===== src/rtl/mc_pkg.sv =====
// mc_pkg: shared encodings for the multicycle
// controller (states, opcodes, control codes).
package mc_pkg;

  typedef enum logic [2:0] {
    S_IF   = 3'd0,
    S_ID   = 3'd1,
    S_EX   = 3'd2,
    S_MEM  = 3'd3,
    S_WB   = 3'd4,
    S_HALT = 3'd5
  } state_e;

  localparam logic [5:0] OP_R   = 6'h00;
  localparam logic [5:0] OP_J   = 6'h02;
  localparam logic [5:0] OP_JAL = 6'h03;
  localparam logic [5:0] OP_BEQ = 6'h04;
  localparam logic [5:0] OP_ORI = 6'h0d;
  localparam logic [5:0] OP_LUI = 6'h0f;
  localparam logic [5:0] OP_LW  = 6'h23;
  localparam logic [5:0] OP_SW  = 6'h2b;

  localparam logic [5:0] FN_SLL  = 6'h00;
  localparam logic [5:0] FN_JR   = 6'h08;
  localparam logic [5:0] FN_ADDU = 6'h21;
  localparam logic [5:0] FN_SUBU = 6'h23;
  localparam logic [5:0] FN_AND  = 6'h24;
  localparam logic [5:0] FN_OR   = 6'h25;
  localparam logic [5:0] FN_SLT  = 6'h2a;

  localparam logic [3:0] ALU_ADDU = 4'd0;
  localparam logic [3:0] ALU_SUBU = 4'd1;
  localparam logic [3:0] ALU_AND  = 4'd2;
  localparam logic [3:0] ALU_OR   = 4'd3;
  localparam logic [3:0] ALU_SLT  = 4'd4;
  localparam logic [3:0] ALU_SLL  = 4'd5;
  localparam logic [3:0] ALU_LUI  = 4'd6;

  localparam logic [2:0] NPC_SEQ = 3'd0;
  localparam logic [2:0] NPC_BEQ = 3'd1;
  localparam logic [2:0] NPC_J   = 3'd2;
  localparam logic [2:0] NPC_JR  = 3'd3;

  localparam logic [1:0] EXT_ZERO  = 2'd0;
  localparam logic [1:0] EXT_SIGN  = 2'd1;
  localparam logic [1:0] EXT_UPPER = 2'd2;

  localparam logic [1:0] MTR_ALU  = 2'd0;
  localparam logic [1:0] MTR_DM   = 2'd1;
  localparam logic [1:0] MTR_LINK = 2'd2;

  localparam logic [2:0] MW_NONE = 3'd0;
  localparam logic [2:0] MW_WORD = 3'd1;

  typedef struct packed {
    logic       PCWr;
    logic       IRWr;
    logic       RegWr;
    logic       RegDst;
    logic [1:0] ExtOp;
    logic       ALUSrc;
    logic [3:0] ALUctr;
    logic [2:0] nPC_sel;
    logic       MemReq;
    logic [2:0] MemWr;
    logic [1:0] MemtoReg;
  } ctrl_t;

  function automatic logic [3:0] alu_of(
    input logic [5:0] fn
  );
    logic [3:0] a;
    case (fn)
      FN_SUBU: a = ALU_SUBU;
      FN_AND:  a = ALU_AND;
      FN_OR:   a = ALU_OR;
      FN_SLT:  a = ALU_SLT;
      FN_SLL:  a = ALU_SLL;
      default: a = ALU_ADDU;
    endcase
    return a;
  endfunction

  function automatic logic is_known(
    input logic [5:0] op,
    input logic [5:0] fn
  );
    logic k;
    case (op)
      OP_R: begin
        case (fn)
          FN_ADDU, FN_SUBU, FN_AND,
          FN_OR, FN_SLT, FN_SLL,
          FN_JR:   k = 1'b1;
          default: k = 1'b0;
        endcase
      end
      OP_ORI, OP_LUI, OP_LW, OP_SW,
      OP_BEQ, OP_J, OP_JAL: k = 1'b1;
      default:              k = 1'b0;
    endcase
    return k;
  endfunction

endpackage


===== src/rtl/mc_if.sv =====
// mc_if: control bundle between the multicycle
// controller (master) and the datapath (slave).
interface mc_if #(
  parameter int CNT_W = 32
);
  logic [5:0]       opcode;
  logic [5:0]       funct;
  logic             MemReady;
  logic             PCWr;
  logic             IRWr;
  logic             RegWr;
  logic             RegDst;
  logic [1:0]       ExtOp;
  logic             ALUSrc;
  logic [3:0]       ALUctr;
  logic [2:0]       nPC_sel;
  logic             MemReq;
  logic [2:0]       MemWr;
  logic [1:0]       MemtoReg;
  logic [1:0]       DMcut_sel;
  logic             Halted;
  logic [CNT_W-1:0] InstrCnt;
  logic [2:0]       State;

  modport master (
    input  opcode, funct, MemReady,
    output PCWr, IRWr, RegWr, RegDst,
    output ExtOp, ALUSrc, ALUctr,
    output nPC_sel, MemReq, MemWr,
    output MemtoReg, DMcut_sel,
    output Halted, InstrCnt, State
  );

  modport slave (
    output opcode, funct, MemReady,
    input  PCWr, IRWr, RegWr, RegDst,
    input  ExtOp, ALUSrc, ALUctr,
    input  nPC_sel, MemReq, MemWr,
    input  MemtoReg, DMcut_sel,
    input  Halted, InstrCnt, State
  );
endinterface


===== src/rtl/mc_decode.sv =====
// mc_decode: combinational map from state and
// latched op/funct to the datapath control vector.
module mc_decode
  import mc_pkg::*;
(
  input  state_e     i_state,
  input  logic [5:0] i_op,
  input  logic [5:0] i_funct,
  input  logic       i_mem_ready,
  output ctrl_t      o_ctrl
);

  logic w_r_alu;
  logic w_jr;
  logic w_mem;
  logic w_busy;
  ctrl_t w_c;

  assign w_jr    = (i_op == OP_R) && (i_funct == FN_JR);
  assign w_r_alu = (i_op == OP_R) && !w_jr;
  assign w_mem   = (i_op == OP_LW) || (i_op == OP_SW);
  assign w_busy  = (i_state == S_EX) ||
                   (i_state == S_MEM) ||
                   (i_state == S_WB);

  // ALU operand setup is held from EX through WB
  // so the result and address stay stable.
  always_comb begin
    w_c = '0;
    if (w_busy) begin
      unique case (1'b1)
        w_r_alu: w_c.ALUctr = alu_of(i_funct);
        (i_op == OP_ORI): begin
          w_c.ALUSrc = 1'b1;
          w_c.ExtOp  = EXT_ZERO;
          w_c.ALUctr = ALU_OR;
        end
        (i_op == OP_LUI): begin
          w_c.ALUSrc = 1'b1;
          w_c.ExtOp  = EXT_UPPER;
          w_c.ALUctr = ALU_LUI;
        end
        w_mem: begin
          w_c.ALUSrc = 1'b1;
          w_c.ExtOp  = EXT_SIGN;
          w_c.ALUctr = ALU_ADDU;
        end
        default: ;
      endcase
    end
    unique case (i_state)
      S_IF: w_c.IRWr = 1'b1;
      S_EX: begin
        unique case (1'b1)
          (i_op == OP_BEQ): begin
            w_c.ALUctr  = ALU_SUBU;
            w_c.nPC_sel = NPC_BEQ;
            w_c.PCWr    = 1'b1;
          end
          (i_op == OP_J): begin
            w_c.nPC_sel = NPC_J;
            w_c.PCWr    = 1'b1;
          end
          (i_op == OP_JAL): begin
            w_c.nPC_sel  = NPC_J;
            w_c.MemtoReg = MTR_LINK;
            w_c.RegWr    = 1'b1;
            w_c.PCWr     = 1'b1;
          end
          w_jr: begin
            w_c.nPC_sel = NPC_JR;
            w_c.PCWr    = 1'b1;
          end
          default: ;
        endcase
      end
      S_MEM: begin
        w_c.MemReq = 1'b1;
        if (i_op == OP_SW) begin
          w_c.MemWr = MW_WORD;
          w_c.PCWr  = i_mem_ready;
        end
      end
      S_WB: begin
        w_c.RegWr  = 1'b1;
        w_c.PCWr   = 1'b1;
        w_c.RegDst = (i_op == OP_R);
        w_c.MemtoReg = (i_op == OP_LW) ?
                       MTR_DM : MTR_ALU;
      end
      default: ;
    endcase
  end

  assign o_ctrl = w_c;

endmodule


===== src/rtl/mc_controller.sv =====
// mc_controller: multicycle sequencer holding state,
// op/funct latches, retire counter and halt flag.
module mc_controller
  import mc_pkg::*;
#(
  parameter int CNT_W = 32
) (
  input  logic Clk,
  input  logic Reset,
  mc_if.master bus
);

  state_e           r_state;
  state_e           w_next;
  logic [5:0]       r_op;
  logic [5:0]       r_funct;
  logic [CNT_W-1:0] r_cnt;
  logic             r_halted;
  ctrl_t            w_ctrl;
  logic             w_to_mem;
  logic             w_to_if;

  localparam logic [CNT_W-1:0] ONE =
    {{(CNT_W-1){1'b0}}, 1'b1};

  mc_decode u_dec (
    .i_state     (r_state),
    .i_op        (r_op),
    .i_funct     (r_funct),
    .i_mem_ready (bus.MemReady),
    .o_ctrl      (w_ctrl)
  );

  assign w_to_mem = (r_op == OP_LW) ||
                    (r_op == OP_SW);
  assign w_to_if  = (r_op == OP_BEQ) ||
                    (r_op == OP_J) ||
                    (r_op == OP_JAL) ||
                    ((r_op == OP_R) &&
                     (r_funct == FN_JR));

  // State register; reset wins over any transition.
  always_ff @(posedge Clk) begin
    if (Reset) r_state <= S_IF;
    else       r_state <= w_next;
  end

  // Next-state selection.
  always_comb begin
    w_next = r_state;
    unique case (r_state)
      S_IF: w_next = S_ID;
      S_ID: w_next = is_known(bus.opcode, bus.funct)
                     ? S_EX : S_HALT;
      S_EX: begin
        if (w_to_mem)     w_next = S_MEM;
        else if (w_to_if) w_next = S_IF;
        else              w_next = S_WB;
      end
      S_MEM: begin
        if (bus.MemReady)
          w_next = (r_op == OP_SW) ? S_IF : S_WB;
      end
      S_WB:   w_next = S_IF;
      S_HALT: w_next = S_HALT;
      default: w_next = S_IF;
    endcase
  end

  // Instruction latch, retire counter, sticky halt.
  always_ff @(posedge Clk) begin
    if (Reset) begin
      r_op     <= '0;
      r_funct  <= '0;
      r_cnt    <= '0;
      r_halted <= 1'b0;
    end else begin
      if (r_state == S_ID) begin
        r_op    <= bus.opcode;
        r_funct <= bus.funct;
      end
      if (w_ctrl.PCWr) r_cnt <= r_cnt + ONE;
      if (w_next == S_HALT) r_halted <= 1'b1;
    end
  end

  assign bus.PCWr      = w_ctrl.PCWr;
  assign bus.IRWr      = w_ctrl.IRWr;
  assign bus.RegWr     = w_ctrl.RegWr;
  assign bus.RegDst    = w_ctrl.RegDst;
  assign bus.ExtOp     = w_ctrl.ExtOp;
  assign bus.ALUSrc    = w_ctrl.ALUSrc;
  assign bus.ALUctr    = w_ctrl.ALUctr;
  assign bus.nPC_sel   = w_ctrl.nPC_sel;
  assign bus.MemReq    = w_ctrl.MemReq;
  assign bus.MemWr     = w_ctrl.MemWr;
  assign bus.MemtoReg  = w_ctrl.MemtoReg;
  assign bus.DMcut_sel = 2'b00;
  assign bus.Halted    = r_halted;
  assign bus.InstrCnt  = r_cnt;
  assign bus.State     = r_state;

endmodule


===== src/flat_wrapper.sv =====
// flat-port wrapper written by rule: the top's interface ports become plain ports
module mc_controller_flat import mc_pkg::*;
#(
  parameter int CNT_W = 32
)
  (Clk, Reset, bus_opcode, bus_funct, bus_MemReady, bus_PCWr, bus_IRWr, bus_RegWr, bus_RegDst, bus_ExtOp, bus_ALUSrc, bus_ALUctr, bus_nPC_sel, bus_MemReq, bus_MemWr, bus_MemtoReg, bus_DMcut_sel, bus_Halted, bus_InstrCnt, bus_State);
  mc_if #(.CNT_W(CNT_W)) bus_i ();
  input  logic Clk;
  input  logic Reset;
  input wire logic [$bits(bus_i.opcode)-1:0] bus_opcode;
  input wire logic [$bits(bus_i.funct)-1:0] bus_funct;
  input wire logic [$bits(bus_i.MemReady)-1:0] bus_MemReady;
  output wire logic [$bits(bus_i.PCWr)-1:0] bus_PCWr;
  output wire logic [$bits(bus_i.IRWr)-1:0] bus_IRWr;
  output wire logic [$bits(bus_i.RegWr)-1:0] bus_RegWr;
  output wire logic [$bits(bus_i.RegDst)-1:0] bus_RegDst;
  output wire logic [$bits(bus_i.ExtOp)-1:0] bus_ExtOp;
  output wire logic [$bits(bus_i.ALUSrc)-1:0] bus_ALUSrc;
  output wire logic [$bits(bus_i.ALUctr)-1:0] bus_ALUctr;
  output wire logic [$bits(bus_i.nPC_sel)-1:0] bus_nPC_sel;
  output wire logic [$bits(bus_i.MemReq)-1:0] bus_MemReq;
  output wire logic [$bits(bus_i.MemWr)-1:0] bus_MemWr;
  output wire logic [$bits(bus_i.MemtoReg)-1:0] bus_MemtoReg;
  output wire logic [$bits(bus_i.DMcut_sel)-1:0] bus_DMcut_sel;
  output wire logic [$bits(bus_i.Halted)-1:0] bus_Halted;
  output wire logic [$bits(bus_i.InstrCnt)-1:0] bus_InstrCnt;
  output wire logic [$bits(bus_i.State)-1:0] bus_State;
  assign bus_i.opcode = bus_opcode;
  assign bus_i.funct = bus_funct;
  assign bus_i.MemReady = bus_MemReady;
  assign bus_PCWr = bus_i.PCWr;
  assign bus_IRWr = bus_i.IRWr;
  assign bus_RegWr = bus_i.RegWr;
  assign bus_RegDst = bus_i.RegDst;
  assign bus_ExtOp = bus_i.ExtOp;
  assign bus_ALUSrc = bus_i.ALUSrc;
  assign bus_ALUctr = bus_i.ALUctr;
  assign bus_nPC_sel = bus_i.nPC_sel;
  assign bus_MemReq = bus_i.MemReq;
  assign bus_MemWr = bus_i.MemWr;
  assign bus_MemtoReg = bus_i.MemtoReg;
  assign bus_DMcut_sel = bus_i.DMcut_sel;
  assign bus_Halted = bus_i.Halted;
  assign bus_InstrCnt = bus_i.InstrCnt;
  assign bus_State = bus_i.State;
  mc_controller #(.CNT_W(CNT_W)) u_core (.Clk(Clk), .Reset(Reset), .bus(bus_i));
endmodule

===== config.mk =====
export PLATFORM = sky130hd
export DESIGN_NAME = mc_controller_flat
export DESIGN_NICKNAME = d
export VERILOG_FILES = /design/src/rtl/mc_pkg.sv /design/src/rtl/mc_if.sv /design/src/rtl/mc_decode.sv /design/src/rtl/mc_controller.sv /design/src/flat_wrapper.sv
export SDC_FILE = /design/constraint.sdc
export NUM_CORES = 1
export LEC_CHECK = 0
export ABC_AREA = 1
export BUFFER_PORTS_ARGS = -buffer_cell sky130_fd_sc_hd__clkbuf_2
export CAP_MARGIN = 25
export CELL_PAD_IN_SITES_DETAIL_PLACEMENT = 0
export CELL_PAD_IN_SITES_GLOBAL_PLACEMENT = 1
export CORE_MARGIN = 2
export CORE_UTILIZATION = 35
export CTS_BUF_LIST = sky130_fd_sc_hd__clkbuf_4 sky130_fd_sc_hd__clkbuf_8
export DETAILED_ROUTE_END_ITERATION = 8
export HOLD_SLACK_MARGIN = 0.05
export PLACE_DENSITY = 0.79
export SETUP_SLACK_MARGIN = 0.15
export SLEW_MARGIN = 20
export SYNTH_ARGS = -nofsm -noshare
export SYNTH_HDL_FRONTEND = slang
export SYNTH_SLANG_ARGS = --single-unit

===== constraint.sdc =====
create_clock -name Clk -period 3.1 [get_ports Clk]
set_input_delay 0.31 -clock Clk [delete_from_list [all_inputs] [get_ports Clk]]
set_output_delay 0.31 -clock Clk [all_outputs]
set_load 0.01 [all_outputs]

# ---- Word-level counts from Yosys, hierarchy flattened
# Index checks and enable logic that the tools add are counted.
# Widths: inputs -> output; s select.
dict set report totals {
  reg_bits 48
  out_inout_bits 58
}
dict set report op_classes {
  addsub 1
  eq_ne 31
  n_mux 28
  reduce_logical 18
}
# operator count
set ops {}
lappend ops {{$eq 6x6->1 const B} 13}
lappend ops {{$eq 6x4->1 const B} 6}
lappend ops {{$add 32x1->32 const B} 1}
lappend ops {{$pmux 3 s5} 2}
lappend ops {{$eq 6x2->1 const B} 4}
lappend ops {{$logic_not 6->1} 4}
lappend ops {{$pmux 3 s3} 2}
lappend ops {{$mux 3} 5}
lappend ops {{$mux 7} 2}
lappend ops {{$reduce_or 7->1} 2}
lappend ops {{$eq 6x3->1 const B} 2}
lappend ops {{$eq 3x3->1 const B} 3}
lappend ops {{$mux 1} 9}
lappend ops {{$mux 4} 2}
lappend ops {{$eq 3x2->1 const B} 2}
lappend ops {{$logic_or 1x1->1} 6}
lappend ops {{$pmux 2 s3} 1}
lappend ops {{$pmux 1 s2} 2}
lappend ops {{$pmux 2 s2} 1}
lappend ops {{$reduce_or 4->1} 1}
lappend ops {{$eq 3x1->1 const B} 1}
lappend ops {{$logic_not 3->1} 1}
lappend ops {{$pmux 1 s3} 1}
lappend ops {{$logic_and 1x1->1} 2}
lappend ops {{3 further kinds} 3}

# ---- Logic depth before layout (Yosys ltp)
dict set report logic_depth {
  depth_word 8
  ltp_mapped 10
  mapped_depth_nobuf 10
}

# ---- By module
# From an unflattened synthesis, not the netlist that was laid out.
dict set report hier_totals {
  cells_unflattened 457
  hier_area_um2 2915.3
}
# module instances cells_per_inst area_per_inst_um2 seq_area_each_um2
set by_module_without_submodules {}
lappend by_module_without_submodules {mc_controller 1 370 2488.6 960.9}
lappend by_module_without_submodules {mc_decode 1 87 426.7 0.0}

# ---- Worst setup path after synthesis
# No wires, ideal clock.
dict set report synth_path {
  path_kind {register -> register}
  from {reg u_core.r_cnt[0] (netlist: u_core.bus.InstrCnt[0])}
  to {reg u_core.r_cnt[26] (netlist: u_core.bus.InstrCnt[26])}
  arrival_ps 1483
  required_ps 2968
  slack_ps 1485
  stages_incl_launch_ff 11
  path_buffers 0
  period_less_slack_ps 1615
  cell_sequence {dfxtp_1 ha_1 nand3_1 inv_1 nand2_1 nor2_1 nand2_1 nand2_1 nand2_1 nand2_1 a21oi_1}
}
dict set report synth_between {
  elab_chain_len 1
}
# element line_no
set synth_rtl {}
lappend synth_rtl {{from (decl)} mc_controller.sv:17} ;# logic [CNT_W-1:0] r_cnt;
lappend synth_rtl {{from (signal assigned)} mc_controller.sv:82} ;# if (w_ctrl.PCWr) r_cnt <= r_cnt + ONE;
lappend synth_rtl {{$add 32x1->32} mc_controller.sv:82}
# No other way between the ends.
# A chain may end at the register's enable or synchronous reset.

# ---- Worst setup path after layout
dict set report layout_path {
  from {reg u_core.r_state[2] (netlist: u_core.bus.State[2])}
  to {out bus_PCWr}
}
dict set report layout_between {
  elab_chain_len 2
  word_cells_on_any_way 4
}
# element line_no
set layout_rtl {}
lappend layout_rtl {{from (decl)} mc_controller.sv:13} ;# state_e r_state;
lappend layout_rtl {{from (signal assigned)} mc_controller.sv:45} ;# else r_state <= w_next;
lappend layout_rtl {{$eq 3x3->1 / $eq 3x2->1 (equally long branches)} mc_decode.sv:51} ;# unique case (i_state)
lappend layout_rtl {{$pmux 1 s3 *} mc_decode.sv:51}
lappend layout_rtl {{to (decl)} flat_wrapper.sv:13} ;# output wire logic [$bits(bus_i.PCWr)-1:0] bus_PCWr;
# Mark *: on every way between the ends. The rest lies on a longest branch, timed or not.

==> out/metrics.cfg <==
[critical_path]
crit_path_end_kind=output port
worstPathArrival_ps=2060
path_class=reg -> out
worstPathMaxFanout=33
start_kind=flop
r2r_cells=8
cp.required_ps=2790

[grt]
grt_first_pass_wirelength_mm=14.77
track_usage=0.1807
grt_max_degree=36
grt_antenna_before_repair=0
grt_overflow=0
first_global_vias=3161

[min_path]
hold_class=in -> reg
worstHoldPathCells=3

[pwr]
ir_drop_v=0.0001805
p_total_w=0.001357
powerDensity_mw_per_mm2=366.9
p_leak_nw=1.539

[floorplanning]
pin_count=73
dieArea_sq_mm=0.01009
fp.dieH_um=100.5
core_sq_mm=0.009153
rows=35
fp.dieW_um=100.5
start_util=0.3558

[timing]
fin_skew_ps=9.174
finalSetupViolCount=0
hold_ws_ps=248.1
fmax_mhz=422.6
final.period_utilization=0.7633
fin_setup_tns_ps=0
hold_violations=0
slew_headroom=0.6636
period_needed_ps=2366
finalMaxSlewViolations=0
worstMarginPinSlew_ps=504.7
rsz0062_at_grt=no

[cells_and_area]
final_util=0.4041
layout.nets=605
stdcell_count=701
final_common_cell=nand2_1
fillCellCount=1039
most-common-layout-cells=168 x nand2_1, 90 x nor2_1, 66 x clkbuf_2, 49 x a21oi_1, 48 x dfxtp_1
drive_above_1_share=0.1593
syn2layout_area_growth_pct=13.56
diodes=0

[clock_tree]
root_buffer=clkbuf_8
cts_tree=built
clock_sinks=48
cts_resized=0
post_cts_buffers=0
cts.path.max_buffers=2
cts_inserted_buffers=5
clkLatencyLatePin_ps=300
cts_max_level=2
cts_hold_buf=0
cts.reportedPaths.clkPinSlew_ps=90

[place]
io_buffers=66
post-place-cells=693
routabilityCongestion=0.8500
dp_hpwl_mm=6.689

[route]
via_count=3435
firstDrtPassIters=4
wire_per_inst_um=12.56
via_per_inst=4.900
drt_wl_total_mm=8.808
ant_nets=0
drtIter0Drc=158
drc=0

[yosys]
ys_seq_area_frac=0.2950
syn_area_sq_mm=0.003257
synth_cell_types=28
synth-seq-cells=48
synth_warnings=0
syn_inst=531
avgSynthCellArea_sq_um=6.133

[job]
cap_violations=0

[status]
status=finished, final reports clean

[cell type report]
type                    instances  area, sq um  share of cell area
inverters                      37        138.9             0.03755
multi-input cells             430         2024              0.5474
repair buffers                 67        337.8             0.09134
well taps                     111        138.9             0.03755
flip-flops and latches         48        960.9              0.2598
clock buffers                   8        97.59             0.02639
[worst max-delay path, cell delays in order (launching register included)]
cell and delay, ps:
dfxtp_1 460, inv_2 100, nand2_4 100, nor2_4 60, nand3_2 80, nand2_2 80
nor2_8 410, nand2_8 260, clkbuf_2 200
[power breakdown]
group	switching, W	internal, W	leakage [nW]	total, W
clock	0.000218	0.000200	0.0523	0.000418
combinational	0.000182	0.0000754	1.10	0.000257
sequential	0.0000349	0.000647	0.390	0.000682
[sequential cells by signal, summed over array words and instances (netlist names)]
signal and count:
u_core.bus.InstrCnt 32, u_core.bus.Halted 1, u_core.bus.State 3, u_core.r_funct 6, u_core.r_op 6
[logic make-up after synthesis]
kind of cell	share of synthesized area
flip-flops	0.2950
buffers and inverters	0.08913
adder cells (fa/ha/maj)	0.003841
other	0.001151
AND/OR/NAND/NOR	0.4641
XOR/XNOR	0.04034
AO/OA/AOI/OAI	0.1064
[routing by layer]
layer / track usage / wire [um]
met3: 0.03467 / 455
met1: 0.2362 / 4126
met5: 0 / 0
met2: 0.3041 / 4086
met4: 0.05058 / 140
[stage by stage]
stage          instance area (sq um)  worst slack, ps
6_report                        3699            733.9
4_1_cts                         3699            697.1
3_3_place_gp                    3601             1088
3_5_place_dp                    3601             1049
2_1_floorplan                   3276             1485
5_1_grt                         3699            566.0
[synth_stat cells]
library cell / n / area share
buf_4: 6 / 0.014
nor3_1: 3 / 0.0046
nor4_1: 1 / 0.0019
inv_2: 3 / 0.0035
dfxtp_1: 48 / 0.30
xnor2_1: 5 / 0.013
nor2_1: 90 / 0.10
buf_2: 4 / 0.0061
nand2_2: 1 / 0.0019
nand3_1: 40 / 0.061
nand3_2: 2 / 0.0061
nand2_4: 2 / 0.0069
ha_1: 1 / 0.0038
nor2_2: 4 / 0.0077
conb_1: 1 / 0.0012
clkbuf_1: 5 / 0.0058
nand2_8: 1 / 0.0061
nand3b_1: 16 / 0.037
inv_1: 34 / 0.039
a21oi_1: 49 / 0.075
nand4_1: 5 / 0.0096
xor2_1: 10 / 0.027
nor2_8: 1 / 0.0061
a31oi_1: 1 / 0.0019
buf_6: 6 / 0.021
o21ai_0: 19 / 0.029
nand2_1: 168 / 0.19
nor2_4: 5 / 0.017
[final timing paths]
check | startpoint | endpoint | slack (ps)
worst max register to register | u_core.bus.InstrCnt[0] | u_core.bus.InstrCnt[10] | 1200
worst min-delay path | bus_funct[4] | u_core.r_funct[4] | 250
worst min register to register | u_core.bus.Halted | u_core.bus.Halted | 450
worst max-delay path | u_core.bus.State[2] | bus_PCWr | 730
Note: power is estimated with default switching activity, not from simulation.
